==> config.mk <==
export PLATFORM = sky130hd
export DESIGN_NAME = cache_mem_ctrl
export DESIGN_NICKNAME = d
export VERILOG_FILES = /design/src/rtl/cache_mem_ctrl.sv
export SDC_FILE = /design/constraint.sdc
export NUM_CORES = 1
export LEC_CHECK = 0
export ABC_AREA = 1
export BUFFER_PORTS_ARGS = -buffer_cell sky130_fd_sc_hd__clkbuf_2
export CORE_MARGIN = 2
export CORE_UTILIZATION = 38
export DETAILED_ROUTE_END_ITERATION = 6
export GPL_TIMING_DRIVEN = 1
export PLACE_DENSITY = 0.76
export RECOVER_POWER = 25
export SYNTH_ARGS = -nofsm -noshare
export SYNTH_HDL_FRONTEND = slang
export SYNTH_SLANG_ARGS = --single-unit
export TNS_END_PERCENT = 30
==> constraint.sdc <==
create_clock -name clk -period 1.1 [get_ports clk]
set_clock_uncertainty 0.05 [all_clocks]
set_input_delay 0.22 -clock clk [delete_from_list [all_inputs] [get_ports clk]]
set_output_delay 0.22 -clock clk [all_outputs]
set_load 0.01 [all_outputs]
==> src/rtl/cache_mem_ctrl.sv <==
// Two-port (fetch/data) controller in front of a write-through cache and a word RAM.
// Define CACHE_MEM_CTRL_CACHE_EN to use the cache; undefined, every access goes to RAM.
module cache_mem_ctrl #(
    parameter int ADDR_WIDTH = 24,
    parameter int DATA_WIDTH = 32
) (
    input  logic                  clk,
    input  logic                  reset,
    input  logic                  f_req,
    input  logic [ADDR_WIDTH-1:0] f_addr,
    output logic                  f_ack,
    input  logic                  d_req,
    input  logic                  d_we,
    input  logic [ADDR_WIDTH-1:0] d_addr,
    input  logic [DATA_WIDTH-1:0] d_wdata,
    output logic                  d_ack,
    output logic [DATA_WIDTH-1:0] rdata,
    output logic                  busy,
    output logic [ADDR_WIDTH-1:0] ram_addr,
    output logic                  ram_cs,
    output logic                  ram_we,
    output logic                  ram_oe,
    output logic [DATA_WIDTH-1:0] ram_wdata,
    input  logic [DATA_WIDTH-1:0] ram_rdata,
    output logic [ADDR_WIDTH-1:0] cache_addr,
    output logic                  cache_oe,
    output logic                  cache_we,
    output logic [DATA_WIDTH-1:0] cache_wdata,
    input  logic [DATA_WIDTH-1:0] cache_rdata,
    input  logic                  cache_found
);

    typedef enum logic [2:0] {
        IDLE    = 3'd0,
        LOOKUP  = 3'd1,
        CHECK   = 3'd2,
        RDISSUE = 3'd3,
        RAM_RD  = 3'd4,
        WRITE   = 3'd5,
        DONE    = 3'd6
    } state_t;

    state_t                  state_r;
    logic                    last_data_r;
    logic                    owner_data_r;
    logic [ADDR_WIDTH-1:0]   lat_addr_r;
    logic                    grant_data_s;
    logic                    sel_write_s;
    logic [ADDR_WIDTH-1:0]   sel_addr_s;

    // Round-robin pick: on a tie the port that did not win last time goes first.
    function automatic logic pick_data(input logic f, input logic d, input logic last_data);
        logic p;
        if (f && d) begin
            p = !last_data;
        end else if (d) begin
            p = 1'b1;
        end else begin
            p = 1'b0;
        end
        return p;
    endfunction

    // Winner selection and its address/direction, evaluated only in IDLE.
    always_comb begin
        grant_data_s = pick_data(f_req, d_req, last_data_r);
        sel_addr_s   = grant_data_s ? d_addr : f_addr;
        sel_write_s  = grant_data_s & d_we;
    end

`ifdef CACHE_MEM_CTRL_CACHE_EN
    logic                  cache_oe_r;
    logic                  cache_we_r;
    logic [ADDR_WIDTH-1:0] cache_addr_r;
    logic [DATA_WIDTH-1:0] cache_wdata_r;
    logic                  fill_r;

    // During a miss fill the returning RAM word goes straight into the cache.
    assign cache_oe    = cache_oe_r;
    assign cache_we    = cache_we_r;
    assign cache_addr  = cache_addr_r;
    assign cache_wdata = fill_r ? ram_rdata : cache_wdata_r;
`else
    logic unused_cache_s;

    assign cache_oe       = 1'b0;
    assign cache_we       = 1'b0;
    assign cache_addr     = '0;
    assign cache_wdata    = '0;
    assign unused_cache_s = ^{cache_rdata, cache_found};
`endif

    // Transaction FSM; strobes are registered for the state being entered.
    always_ff @(posedge clk) begin
        if (reset) begin
            state_r      <= IDLE;
            last_data_r  <= 1'b1;
            owner_data_r <= 1'b0;
            lat_addr_r   <= '0;
            f_ack        <= 1'b0;
            d_ack        <= 1'b0;
            busy         <= 1'b0;
            rdata        <= '0;
            ram_addr     <= '0;
            ram_cs       <= 1'b0;
            ram_we       <= 1'b0;
            ram_oe       <= 1'b0;
            ram_wdata    <= '0;
`ifdef CACHE_MEM_CTRL_CACHE_EN
            cache_oe_r    <= 1'b0;
            cache_we_r    <= 1'b0;
            cache_addr_r  <= '0;
            cache_wdata_r <= '0;
            fill_r        <= 1'b0;
`endif
        end else begin
            f_ack     <= 1'b0;
            d_ack     <= 1'b0;
            ram_addr  <= '0;
            ram_cs    <= 1'b0;
            ram_we    <= 1'b0;
            ram_oe    <= 1'b0;
            ram_wdata <= '0;
`ifdef CACHE_MEM_CTRL_CACHE_EN
            cache_oe_r    <= 1'b0;
            cache_we_r    <= 1'b0;
            cache_addr_r  <= '0;
            cache_wdata_r <= '0;
            fill_r        <= 1'b0;
`endif
            case (state_r)
                IDLE: begin
                    if (f_req || d_req) begin
                        last_data_r  <= grant_data_s;
                        owner_data_r <= grant_data_s;
                        lat_addr_r   <= sel_addr_s;
                        busy         <= 1'b1;
                        if (sel_write_s) begin
                            state_r   <= WRITE;
                            ram_cs    <= 1'b1;
                            ram_we    <= 1'b1;
                            ram_addr  <= sel_addr_s;
                            ram_wdata <= d_wdata;
`ifdef CACHE_MEM_CTRL_CACHE_EN
                            cache_we_r    <= 1'b1;
                            cache_addr_r  <= sel_addr_s;
                            cache_wdata_r <= d_wdata;
`endif
                        end else begin
`ifdef CACHE_MEM_CTRL_CACHE_EN
                            state_r      <= LOOKUP;
                            cache_oe_r   <= 1'b1;
                            cache_addr_r <= sel_addr_s;
`else
                            state_r  <= RDISSUE;
                            ram_cs   <= 1'b1;
                            ram_oe   <= 1'b1;
                            ram_addr <= sel_addr_s;
`endif
                        end
                    end else begin
                        state_r <= IDLE;
                        busy    <= 1'b0;
                    end
                end
`ifdef CACHE_MEM_CTRL_CACHE_EN
                // Keep the cache enabled through CHECK so hit data is stable when sampled.
                LOOKUP: begin
                    state_r      <= CHECK;
                    cache_oe_r   <= 1'b1;
                    cache_addr_r <= lat_addr_r;
                end
                CHECK: begin
                    if (cache_found) begin
                        rdata   <= cache_rdata;
                        state_r <= DONE;
                        f_ack   <= !owner_data_r;
                        d_ack   <= owner_data_r;
                    end else begin
                        state_r      <= RAM_RD;
                        ram_cs       <= 1'b1;
                        ram_oe       <= 1'b1;
                        ram_addr     <= lat_addr_r;
                        cache_we_r   <= 1'b1;
                        cache_addr_r <= lat_addr_r;
                        fill_r       <= 1'b1;
                    end
                end
`endif
                RDISSUE: begin
                    state_r  <= RAM_RD;
                    ram_cs   <= 1'b1;
                    ram_oe   <= 1'b1;
                    ram_addr <= lat_addr_r;
                end
                RAM_RD: begin
                    rdata   <= ram_rdata;
                    state_r <= DONE;
                    f_ack   <= !owner_data_r;
                    d_ack   <= owner_data_r;
                end
                WRITE: begin
                    state_r <= DONE;
                    f_ack   <= !owner_data_r;
                    d_ack   <= owner_data_r;
                end
                DONE: begin
                    state_r <= IDLE;
                    busy    <= 1'b0;
                end
                default: begin
                    state_r <= IDLE;
                    busy    <= 1'b0;
                end
            endcase
        end
    end

endmodule

==> results.md <==
* Critical path startpoint category: flop
* Critical path type: flop to flop
* # setup viols final at 193
* Fillers at 1052
* Clock Latency Late Sink at 0.41 ns
* Layout Cells excl Fill at 1075
* Global Route Usage Sum at 18.8%
* Final worst slack at -0.211 ns
* Initial antenna violation count at 0
* Register area share after synthesis at 51.4%
* RSZ-0062 raised after global routing: true
* Largest net degree at the start of global routing at 33
* Final-stage net count at 1040
* Final Wtd Congestion at 0.786
* CTS tree: yes
* Post-DP HPWL at 8760 um
* Yosys top cell by area: dfxtp_1
* Syn-to-layout area delta at 64.4%
* Pwr dens at 1780 mW/mm^2
* Ant diodes at 0
* Multi-input logic area at 0.00195 sq mm
* Clock slew at reported path FFs at 0.06 ns
* Vias in the first global route at 4201
* Via/cell ratio at 4.41
* Minimum clock period at 1.31 ns
* Final Max Tran Viols at 0
* Number of buffers created by CTS at 17
* Final Cycle Share at 119%
* Placed cells at 993
* Achievable Freq at 763 MHz
* Outcome: finished with violations
* Port bufs at 210
* Antenna-violating nets left at 0
* Failing checks: setup timing
* Cells after Synth at 608
* Layout cells sized above 1 at 46.6%
* IO Count at 302
* Total number of H-tree levels at 4
* Area post-placement at 0.00602 sq mm
* Final instance area at 0.00787 sq mm
* Top Usage Layer GRT: met2
* DRC at 0
* Setup TNS at -13.15 ns
* DR vias at 4746
* Final WL at 14500 um
* Maximum VDD drop at 1.06 mV
* Met2 Use GR at 35.0%
* Register Area at 0.00255 sq mm
* Clock sinks at 123
* Die W at 116 um
* Max_cap viols at 0
* Total leakage power at 3.89 nW
* Total grt overflow at 0
* Synth Area per Inst at 7.87 sq um
* Top-area cell type share of the netlist area at 51.4%
* Core ar. at 0.0125 sq mm
* First-pass GRT wire length at 19400 um
* DRT Pass-1 Iters at 5
* Min-delay worst type: input port to flop
* Clk root buf: clkbuf_16
* Die extent in y at 116 um
* Starting density of the core at 38.4%
* Yosys Warn Count at 0
* CP required at 1.37 ns
* Routing usage on met3 at 6.23%
* Worst setup EP type: flop
* Maximum clock path buffer count at 2
* Final Util at 63.1%
* Yosys cell types at 21
* Max FO, Critical Path at 19
* Post-Syn Area at 0.00479 sq mm
* Post-DR wirelength/cell at 13.5 um
* Setup WS pre-CTS at -0.183 ns
* # rows at 41
* Final hold vios at 0
* Initial DRC Count at 237
* CP Data Arrival Time at 1.58 ns
* Die area at 0.0135 sq mm
* M1 GR Usage at 19.3%
* Dominant cells by area after synthesis: dfxtp_1 51%, nand2_1 10%, buf_4 9.7%
* #FFs+latches synth at 123
## layer usage
layer / up-vias / part of all wire (%)
met5: - / 0
met3: 21 / 7.5
li1: 2344 / -
met2: 195 / 55
met1: 2186 / 36
met4: 0 / 1.8
## cell type report
class / instances / share of cell area (%)
tap: 172 / 2.73
inverter: 44 / 2.26
sequential: 123 / 32.4
multi-input combinational: 409 / 24.8
clock buffer: 20 / 5.93
clock inverter: 12 / 1.84
timing repair buffer: 295 / 30.1
## where the power goes
group	internal [mW]	switching (mW)	total, mW
registers	4.99	0.275	5.26
logic	1.51	1.60	3.12
clock network	3.72	1.95	5.67
total	10.2	3.83	14.0
## per-stage QoR
step | hold WS [ns] | power [mW]
4_1_cts | 0.000756 | 13.7
6_report | 0.0251 | 14.0
5_1_grt | 0.0201 | 14.7
3_5_place_dp | 0.370 | 7.61
3_3_place_gp | 0.370 | 7.56
2_1_floorplan | 0.282 | 6.76
## synthesized netlist by cell type, drive strengths merged
library cell and instances:
a21oi 53, buf 76, clkbuf 13, conb 1, dfxtp 123, inv 44
nand2 133, nand3 29, nand3b 1, nor2 102, o21ai 32, o21bai 1
## worst paths after layout
kind,startpoint,to,slack (ns),cells after the start
worst max-delay path,state_r[0]$_SDFF_PP0_,ram_wdata[10]$_SDFF_PP0_,-0.21,7
worst min-delay path,ram_rdata[27],rdata[27]$_SDFFE_PP0P_,0.03,3
worst max register to register,state_r[0]$_SDFF_PP0_,ram_wdata[10]$_SDFF_PP0_,-0.21,7
worst min register to register,lat_addr_r[22]$_SDFFE_PP0P_,ram_addr[22]$_SDFF_PP0_,0.40,2
## cell families after synthesis
kind of cell / after synthesis / share of synthesized area, %
compound gates: 86 / 9.04
flops: 123 / 51.4
other cells: 1 / 0.0783
buf+inv: 133 / 16.3
simple gates: 265 / 23.2
## critical path, cell delays in order, from the launching register on
cell and delay, ns:
dfxtp_2 0.33, nor2_4 0.12, buf_6 0.12, nand3_4 0.09, nor2_4 0.12, nand2_4 0.08, buf_12 0.16, nor2_1 0.14
## cells in the final DEF (no fill, tap or decap), drive strengths merged
cell type    netlist  routed
o21bai             1       1
dfxtp            123     123
buf               76     132
inv               44      44
nand2            133     133
bufinv             0       3
clkbuf            13     139
nor2             102     102
clkinv             0       5
clkinvlp           0       4
a21oi             53      53
nand3b             1       1
dlygate4sd3        0      44
conb               1      58
o21ai             32      32
nand3             29      29
## state kept, by name, summed over array words and instances (netlist names)
name and cells:
f_ack 1, ram_addr 24, ram_wdata 32, last_data_r 1, ram_we 1, lat_addr_r 24
state_r 3, ram_cs 1, ram_oe 1, rdata 32, owner_data_r 1, d_ack 1
busy 1
## timing repair
item / in CTS / in global routing
pin swaps: 6 / 24
buffers inserted: 2 / 1
hold buffers: 43 / 1
cloned: 3 / 0
endpoints found under the hold margin: 43 / 1
setup endpoints to repair: 215 / 216
gates resized for setup: 122 / 189
(Power assumes the default switching activity.)
